==> src/rtl/rs_issue_scheduler_if.sv <==
// ============================================================================
// Module   : rs_issue_scheduler_if
// Brief    : Dispatch, completion-broadcast and issue signals of the RS scheduler.
// Revision : 1.0 - initial release
// ============================================================================
`default_nettype none

interface rs_issue_scheduler_if #(
  parameter int RS_DEPTH = 16,
  parameter int PREG_W   = 6,
  parameter int NUM_FU   = 3
);
  localparam int IDX_W = $clog2(RS_DEPTH);

  logic                     flush;
  logic                     alloc_v_1;
  logic                     alloc_v_2;
  logic [1:0]               alloc_fu_1;
  logic [1:0]               alloc_fu_2;
  logic [PREG_W-1:0]        alloc_ps1_1;
  logic [PREG_W-1:0]        alloc_ps2_1;
  logic [PREG_W-1:0]        alloc_ps1_2;
  logic [PREG_W-1:0]        alloc_ps2_2;
  logic                     alloc_r1_1;
  logic                     alloc_r2_1;
  logic                     alloc_r1_2;
  logic                     alloc_r2_2;
  logic [IDX_W-1:0]         alloc_idx_1;
  logic [IDX_W-1:0]         alloc_idx_2;
  logic                     disp_stall;
  logic [IDX_W:0]           free_cnt;
  logic [NUM_FU-1:0]        cdb_v;
  logic [NUM_FU*PREG_W-1:0] cdb_tag;
  logic [NUM_FU-1:0]        fu_ready;
  logic [NUM_FU-1:0]        issue_v;
  logic [NUM_FU*IDX_W-1:0]  issue_idx;

  modport master (
    output flush, alloc_v_1, alloc_v_2, alloc_fu_1, alloc_fu_2,
           alloc_ps1_1, alloc_ps2_1, alloc_ps1_2, alloc_ps2_2,
           alloc_r1_1, alloc_r2_1, alloc_r1_2, alloc_r2_2,
           cdb_v, cdb_tag, fu_ready,
    input  alloc_idx_1, alloc_idx_2, disp_stall, free_cnt, issue_v, issue_idx
  );

  modport slave (
    input  flush, alloc_v_1, alloc_v_2, alloc_fu_1, alloc_fu_2,
           alloc_ps1_1, alloc_ps2_1, alloc_ps1_2, alloc_ps2_2,
           alloc_r1_1, alloc_r2_1, alloc_r1_2, alloc_r2_2,
           cdb_v, cdb_tag, fu_ready,
    output alloc_idx_1, alloc_idx_2, disp_stall, free_cnt, issue_v, issue_idx
  );
endinterface

`default_nettype wire

==> src/rtl/rs_issue_scheduler.sv <==
// ============================================================================
// Module   : rs_issue_scheduler
// Brief    : 16-entry RS wakeup/select: CDB snooping, oldest-ready grant per FU.
// Revision : 1.0 - initial release
// ============================================================================
`default_nettype none

module rs_issue_scheduler #(
  parameter int RS_DEPTH = 16,
  parameter int PREG_W   = 6,
  parameter int NUM_FU   = 3
) (
  input  logic                 clk,
  input  logic                 rst,
  rs_issue_scheduler_if.slave  bus
);
  localparam int IDX_W = $clog2(RS_DEPTH);
  localparam int AGE_W = 8;
  localparam logic [AGE_W-1:0] C_AGE_MAX = '1;
  localparam logic [AGE_W-1:0] C_AGE_ONE = AGE_W'(1);
  localparam logic [IDX_W:0]   C_CNT_ONE = (IDX_W+1)'(1);
  localparam logic [1:0]       C_FU_ILLEGAL = 2'd3;

  logic [RS_DEPTH-1:0] valid_q, valid_d;
  logic [RS_DEPTH-1:0] rdy1_q, rdy1_d;
  logic [RS_DEPTH-1:0] rdy2_q, rdy2_d;
  logic [1:0]          fu_q   [RS_DEPTH];
  logic [1:0]          fu_d   [RS_DEPTH];
  logic [PREG_W-1:0]   tag1_q [RS_DEPTH];
  logic [PREG_W-1:0]   tag1_d [RS_DEPTH];
  logic [PREG_W-1:0]   tag2_q [RS_DEPTH];
  logic [PREG_W-1:0]   tag2_d [RS_DEPTH];
  logic [AGE_W-1:0]    age_q  [RS_DEPTH];
  logic [AGE_W-1:0]    age_d  [RS_DEPTH];

  logic [IDX_W-1:0]    w_idx1, w_idx2;
  logic [IDX_W:0]      w_free_cnt;
  logic                w_stall;
  logic                w_we1, w_we2;
  logic [NUM_FU-1:0]   w_win_v;
  logic [IDX_W-1:0]    w_win_idx [NUM_FU];

  // True when any completion port broadcasts this tag in the current cycle.
  function automatic logic tag_hit(
    input logic [PREG_W-1:0]        tag,
    input logic [NUM_FU-1:0]        v,
    input logic [NUM_FU*PREG_W-1:0] tags
  );
    logic hit;
    hit = 1'b0;
    for (int f = 0; f < NUM_FU; f++) begin
      if (v[f] && (tags[f*PREG_W +: PREG_W] == tag)) hit = 1'b1;
    end
    return hit;
  endfunction

  // Free list: two lowest invalid entries plus population count.
  always_comb begin
    logic found1, found2;
    found1     = 1'b0;
    found2     = 1'b0;
    w_idx1     = '0;
    w_idx2     = '0;
    w_free_cnt = '0;
    for (int i = 0; i < RS_DEPTH; i++) begin
      if (!valid_q[i]) begin
        w_free_cnt = w_free_cnt + C_CNT_ONE;
        if (!found1) begin
          w_idx1 = IDX_W'(i);
          found1 = 1'b1;
        end else if (!found2) begin
          w_idx2 = IDX_W'(i);
          found2 = 1'b1;
        end
      end
    end
  end

  assign w_stall = (w_free_cnt < (IDX_W+1)'(2));
  assign w_we1   = bus.alloc_v_1 && !w_stall && (bus.alloc_fu_1 != C_FU_ILLEGAL);
  assign w_we2   = bus.alloc_v_2 && !w_stall && (bus.alloc_fu_2 != C_FU_ILLEGAL);

  // Oldest-ready select; strict '>' keeps the lowest index on equal age.
  always_comb begin
    logic [AGE_W-1:0] best_age;
    best_age = '0;
    for (int f = 0; f < NUM_FU; f++) begin
      w_win_v[f]   = 1'b0;
      w_win_idx[f] = '0;
      best_age     = '0;
      for (int i = 0; i < RS_DEPTH; i++) begin
        if (valid_q[i] && (fu_q[i] == 2'(f)) && rdy1_q[i] && rdy2_q[i] &&
            (!w_win_v[f] || (age_q[i] > best_age))) begin
          w_win_v[f]   = 1'b1;
          w_win_idx[f] = IDX_W'(i);
          best_age     = age_q[i];
        end
      end
    end
  end

  always_comb begin
    valid_d = valid_q;
    rdy1_d  = rdy1_q;
    rdy2_d  = rdy2_q;
    fu_d    = fu_q;
    tag1_d  = tag1_q;
    tag2_d  = tag2_q;
    age_d   = age_q;

    for (int i = 0; i < RS_DEPTH; i++) begin
      if (valid_q[i]) begin
        if (age_q[i] != C_AGE_MAX) age_d[i] = age_q[i] + C_AGE_ONE;
        if (tag_hit(tag1_q[i], bus.cdb_v, bus.cdb_tag)) rdy1_d[i] = 1'b1;
        if (tag_hit(tag2_q[i], bus.cdb_v, bus.cdb_tag)) rdy2_d[i] = 1'b1;
      end
    end

    for (int f = 0; f < NUM_FU; f++) begin
      if (w_win_v[f] && bus.fu_ready[f]) valid_d[w_win_idx[f]] = 1'b0;
    end

    // Nominated entries are currently invalid, so writes never collide with issue.
    if (w_we1) begin
      valid_d[w_idx1] = 1'b1;
      fu_d[w_idx1]    = bus.alloc_fu_1;
      tag1_d[w_idx1]  = bus.alloc_ps1_1;
      tag2_d[w_idx1]  = bus.alloc_ps2_1;
      rdy1_d[w_idx1]  = bus.alloc_r1_1 || (bus.alloc_ps1_1 == '0) ||
                        tag_hit(bus.alloc_ps1_1, bus.cdb_v, bus.cdb_tag);
      rdy2_d[w_idx1]  = bus.alloc_r2_1 || (bus.alloc_ps2_1 == '0) ||
                        tag_hit(bus.alloc_ps2_1, bus.cdb_v, bus.cdb_tag);
      age_d[w_idx1]   = '0;
    end
    if (w_we2) begin
      valid_d[w_idx2] = 1'b1;
      fu_d[w_idx2]    = bus.alloc_fu_2;
      tag1_d[w_idx2]  = bus.alloc_ps1_2;
      tag2_d[w_idx2]  = bus.alloc_ps2_2;
      rdy1_d[w_idx2]  = bus.alloc_r1_2 || (bus.alloc_ps1_2 == '0) ||
                        tag_hit(bus.alloc_ps1_2, bus.cdb_v, bus.cdb_tag);
      rdy2_d[w_idx2]  = bus.alloc_r2_2 || (bus.alloc_ps2_2 == '0) ||
                        tag_hit(bus.alloc_ps2_2, bus.cdb_v, bus.cdb_tag);
      age_d[w_idx2]   = '0;
    end

    if (bus.flush) valid_d = '0;
  end

  always_ff @(posedge clk or posedge rst) begin
    if (rst) begin
      valid_q <= '0;
      rdy1_q  <= '0;
      rdy2_q  <= '0;
      for (int i = 0; i < RS_DEPTH; i++) begin
        fu_q[i]   <= '0;
        tag1_q[i] <= '0;
        tag2_q[i] <= '0;
        age_q[i]  <= '0;
      end
    end else begin
      valid_q <= valid_d;
      rdy1_q  <= rdy1_d;
      rdy2_q  <= rdy2_d;
      fu_q    <= fu_d;
      tag1_q  <= tag1_d;
      tag2_q  <= tag2_d;
      age_q   <= age_d;
    end
  end

  assign bus.alloc_idx_1 = w_idx1;
  assign bus.alloc_idx_2 = w_idx2;
  assign bus.free_cnt    = w_free_cnt;
  assign bus.disp_stall  = w_stall;
  assign bus.issue_v     = w_win_v;

  generate
    for (genvar f = 0; f < NUM_FU; f++) begin : g_issue_pack
      assign bus.issue_idx[f*IDX_W +: IDX_W] = w_win_idx[f];
    end
  endgenerate

endmodule

`default_nettype wire

==> src/flat_wrapper.sv <==
// flat-port wrapper written by rule: the top's interface ports become plain ports
module rs_issue_scheduler_flat 
#(
  parameter int RS_DEPTH = 16,
  parameter int PREG_W   = 6,
  parameter int NUM_FU   = 3
)
  (clk, rst, bus_flush, bus_alloc_v_1, bus_alloc_v_2, bus_alloc_fu_1, bus_alloc_fu_2, bus_alloc_ps1_1, bus_alloc_ps2_1, bus_alloc_ps1_2, bus_alloc_ps2_2, bus_alloc_r1_1, bus_alloc_r2_1, bus_alloc_r1_2, bus_alloc_r2_2, bus_cdb_v, bus_cdb_tag, bus_fu_ready, bus_alloc_idx_1, bus_alloc_idx_2, bus_disp_stall, bus_free_cnt, bus_issue_v, bus_issue_idx);
  rs_issue_scheduler_if #(.RS_DEPTH(RS_DEPTH), .PREG_W(PREG_W), .NUM_FU(NUM_FU)) bus_i ();
  input  logic clk;
  input  logic rst;
  input wire logic [$bits(bus_i.flush)-1:0] bus_flush;
  input wire logic [$bits(bus_i.alloc_v_1)-1:0] bus_alloc_v_1;
  input wire logic [$bits(bus_i.alloc_v_2)-1:0] bus_alloc_v_2;
  input wire logic [$bits(bus_i.alloc_fu_1)-1:0] bus_alloc_fu_1;
  input wire logic [$bits(bus_i.alloc_fu_2)-1:0] bus_alloc_fu_2;
  input wire logic [$bits(bus_i.alloc_ps1_1)-1:0] bus_alloc_ps1_1;
  input wire logic [$bits(bus_i.alloc_ps2_1)-1:0] bus_alloc_ps2_1;
  input wire logic [$bits(bus_i.alloc_ps1_2)-1:0] bus_alloc_ps1_2;
  input wire logic [$bits(bus_i.alloc_ps2_2)-1:0] bus_alloc_ps2_2;
  input wire logic [$bits(bus_i.alloc_r1_1)-1:0] bus_alloc_r1_1;
  input wire logic [$bits(bus_i.alloc_r2_1)-1:0] bus_alloc_r2_1;
  input wire logic [$bits(bus_i.alloc_r1_2)-1:0] bus_alloc_r1_2;
  input wire logic [$bits(bus_i.alloc_r2_2)-1:0] bus_alloc_r2_2;
  input wire logic [$bits(bus_i.cdb_v)-1:0] bus_cdb_v;
  input wire logic [$bits(bus_i.cdb_tag)-1:0] bus_cdb_tag;
  input wire logic [$bits(bus_i.fu_ready)-1:0] bus_fu_ready;
  output wire logic [$bits(bus_i.alloc_idx_1)-1:0] bus_alloc_idx_1;
  output wire logic [$bits(bus_i.alloc_idx_2)-1:0] bus_alloc_idx_2;
  output wire logic [$bits(bus_i.disp_stall)-1:0] bus_disp_stall;
  output wire logic [$bits(bus_i.free_cnt)-1:0] bus_free_cnt;
  output wire logic [$bits(bus_i.issue_v)-1:0] bus_issue_v;
  output wire logic [$bits(bus_i.issue_idx)-1:0] bus_issue_idx;
  assign bus_i.flush = bus_flush;
  assign bus_i.alloc_v_1 = bus_alloc_v_1;
  assign bus_i.alloc_v_2 = bus_alloc_v_2;
  assign bus_i.alloc_fu_1 = bus_alloc_fu_1;
  assign bus_i.alloc_fu_2 = bus_alloc_fu_2;
  assign bus_i.alloc_ps1_1 = bus_alloc_ps1_1;
  assign bus_i.alloc_ps2_1 = bus_alloc_ps2_1;
  assign bus_i.alloc_ps1_2 = bus_alloc_ps1_2;
  assign bus_i.alloc_ps2_2 = bus_alloc_ps2_2;
  assign bus_i.alloc_r1_1 = bus_alloc_r1_1;
  assign bus_i.alloc_r2_1 = bus_alloc_r2_1;
  assign bus_i.alloc_r1_2 = bus_alloc_r1_2;
  assign bus_i.alloc_r2_2 = bus_alloc_r2_2;
  assign bus_i.cdb_v = bus_cdb_v;
  assign bus_i.cdb_tag = bus_cdb_tag;
  assign bus_i.fu_ready = bus_fu_ready;
  assign bus_alloc_idx_1 = bus_i.alloc_idx_1;
  assign bus_alloc_idx_2 = bus_i.alloc_idx_2;
  assign bus_disp_stall = bus_i.disp_stall;
  assign bus_free_cnt = bus_i.free_cnt;
  assign bus_issue_v = bus_i.issue_v;
  assign bus_issue_idx = bus_i.issue_idx;
  rs_issue_scheduler #(.RS_DEPTH(RS_DEPTH), .PREG_W(PREG_W), .NUM_FU(NUM_FU)) u_core (.clk(clk), .rst(rst), .bus(bus_i));
endmodule
==> config.mk <==
export PLATFORM = sky130hd
export DESIGN_NAME = rs_issue_scheduler_flat
export DESIGN_NICKNAME = d
export VERILOG_FILES = /design/src/rtl/rs_issue_scheduler_if.sv /design/src/rtl/rs_issue_scheduler.sv /design/src/flat_wrapper.sv
export SDC_FILE = /design/constraint.sdc
export NUM_CORES = 2
export LEC_CHECK = 0
export CAP_MARGIN = 20
export CORE_AREA = 2 2 388 390
export CTS_BUF_LIST = sky130_fd_sc_hd__clkbuf_4
export DETAILED_ROUTE_END_ITERATION = 16
export DIE_AREA = 0 0 390 392
export PLACE_DENSITY = 0.43
export SYNTH_ARGS = -nofsm -noshare
export SYNTH_HDL_FRONTEND = slang
export SYNTH_SLANG_ARGS = --single-unit
==> constraint.sdc <==
create_clock -name clk -period 45.1 [get_ports clk]
set_input_delay 9.02 -clock clk [delete_from_list [all_inputs] [get_ports clk]]
set_output_delay 9.02 -clock clk [all_outputs]
set_load 0.02 [all_outputs]
==> flow_summary.json <==
{
  "cts_root_buf": "clkbuf_4",
  "grt_pass1_wl_mm": 270.0,
  "synthArstFlopShare_pct": 100.0,
  "tns_ps": 0,
  "die_height_um": 392,
  "worstPathRequired_ps": 36080,
  "synth_nets": 5885,
  "ys_seq_elements": 400,
  "yosys-mux-area-fraction_pct": 11.19,
  "synthToLayoutAreaGrowth_pct": 10.24,
  "worstPathArrival_ps": 33190,
  "dp_hpwl_mm": 125.8,
  "yosysTopAreaCell": "dfrtp_1",
  "crit_path_start_kind": "flop",
  "first_iter_violations": 3110,
  "placed_area_sq_um": 47110,
  "worstSetupEndpointType": "primary output",
  "yosys.area.top_type_share_pct": 22.58,
  "max_freq_mhz": 23.69,
  "fin_crit_ps": 42210,
  "grt_usage_pct": 23.61,
  "finalHoldViolCount": 0,
  "yosys.area_share.simple_pct": 19.52,
  "design_area_sq_um": 48860,
  "slew_headroom_pct": 24.75,
  "grt_pass1_vias": 39550,
  "fin_crit_sh_pct": 93.59,
  "routabilityCongestion": 0.8986,
  "synth.top_cells.by_area": "dfrtp_1, ha_1, xnor2_1",
  "clock-sinks": 400,
  "outcome": "complete, no violations",
  "die_area_sq_um": 152900,
  "holdBufCountCts": 0,
  "synth_common_cells": "nor2_1, dfrtp_1, xnor2_1",
  "cts_tree": "yes",
  "cts_buffer_depth": 3,
  "yosysUniqueCellTypes": 102,
  "synth.cell_area_sq_um": 44330,
  "max_stage_delay_ps": 640,
  "antenna_found_initial": 6,
  "synth_top_family_by_area": "simple AND/OR/NAND/NOR gates",
  "max_cap_viol_count": 0,
  "grt_setup_unrepaired": "false",
  "row_count": 142,
  "synth_warnings": 0,
  "clk_latency_ps": 1140,
  "cts_buffers": 136,
  "core-area_sq_um": 148900,
  "wirelength_mm": 183.8,
  "synth_edf_count": 0,
  "drtPass1Iterations": 6,
  "start_util_pct": 29.77,
  "drive_above_1_share_pct": 10.67,
  "htree_levels": 4,
  "portBuffers": 89,
  "synth.avg_cell_area_sq_um": 8.150,
  "ant_nets": 0,
  "synth_xor_area_share_pct": 15.42,
  "synth_flop_cell": "dfrtp_1",
  "critPathKind": "reg2out",
  "wire_per_inst_um": 24.52,
  "timing.hold.ws_ps": 597.6,
  "synth_adder_area_share_pct": 10.96,
  "route.detailed.drc": 0,
  "cp_max_fo": 16,
  "yosysSeqAreaShare_pct": 22.58,
  "min_path_type": "reg2reg",
  "nets": 5913,
  "setup_viol": 0,
  "grt_overflow": 0,
  "synth-compound-area-share_pct": 15.04,
  "vias": 40600,
  "grt_start_max_net_pins": 145,
  "die_x_um": 390,
  "skew_ps": 115.8,
  "viasPerCell": 5.416,
  "netlist_instances": 5439,
  "yosysMostFrequentCell": "nor2_1",
  "io-pin-count": 90,
  "clkTransAtPathRegs_ps": 70,
  "worstMarginPinSlew_ps": 1129,
  "drv_slew": 0,
  "slowest_stage": "dfrtp_1"
}
[logic make-up after synthesis]
logic type / count (synthesis)
compound gates: 1067
mux: 479
buf+inv: 582
flops: 400
simple gates: 1757
fa+ha+maj: 389
xor+xnor: 765
[registers in the layout (all words and copies together) (netlist names)]
signal,flops
u_core.rdy1_q,16
u_core.fu_q,32
u_core.valid_q,16
u_core.tag1_q,96
u_core.tag2_q,96
u_core.rdy2_q,16
u_core.age_q,128
[worst max-delay path, delay by kind of cell (launching register included)]
family / cells / cell delay (ps)
fa+ha+maj: 15 / 4120
flops: 1 / 640
simple gates: 39 / 7780
compound gates: 70 / 13980
mux: 11 / 3930
buf+inv: 12 / 1590
[cell type report]
type                            instances  area [sq um]
Inverter                              259         979.7
Tap cell                             1944          2432
Sequential cell                       400         10010
Multi-Input combinational cell       4457         32070
Clock buffer                          191          1434
Clock inverter                         26         177.7
Timing Repair Buffer                  213          1749
Antenna cell                            6         15.01
Fill cell                           15930        100000
[cell usage in the layout, fill, tap and decap left out, types with 33 or more instances in the layout]
master           instances
clkbuf_4               191
nand2_1                373
nor2_1                 527
o21ai_0                217
nor4_1                 120
inv_1                  251
or3_1                   33
mux2_2                 134
nand4_1                183
mux2i_1                345
xnor2_1                395
nand3_1                134
ha_1                   385
a21oi_1                365
and3_1                  51
nor3_1                  90
nor2b_1                 63
buf_4                  119
o21a_1                  75
nand2b_1                58
a31oi_1                 45
xor2_1                 356
a21o_1                  68
clkdlybuf4s50_1         63
dfrtp_1                400
[per-stage QoR]
stage / util [%] / setup WS (ps) / instances
floorplan: - / 8858 / 5439
global placement: 31.64 / 2930 / 7268
detailed placement: 31.64 / 2751 / 7268
CTS: 32.72 / 1322 / 7485
global route: 32.82 / 71.60 / 7496
finish: 32.82 / 2891 / 7496
[routing by layer]
layer	global-route usage [%]	wire [um]	up-vias
li1	-	-	19340
met1	32.75	85930	19760
met2	37.37	81950	1244
met3	4.216	11230	247
met4	6.571	4638	4
met5	0	18	-
[path summary, 6_finish.rpt]
| path | end | cells past startpoint | from | slack (ps) |
|---|---|---|---|---|
| worst max register to register | u_core.valid_q[0] | 172 | u_core.valid_q[0] | 12660 |
| worst max-delay path | bus_issue_idx[2] | 147 | u_core.valid_q[0] | 2890 |
| min in group asynchronous | u_core.age_q[111] | 2 | rst | 8420 |
| worst min-delay path | u_core.fu_q[27] | 2 | u_core.fu_q[27] | 600 |
| max in group asynchronous | u_core.tag2_q[63] | 3 | rst | 35110 |
| worst min register to register | u_core.fu_q[27] | 2 | u_core.fu_q[27] | 600 |
[timing repair]
item                       CTS  global route
buffers inserted             0             0
gates resized for setup      0            12
setup endpoints to repair    0             8
Power is left out: the tool's default activity adds up to more than one toggle a clock period on the data nets, which glitch-free logic cannot reach.
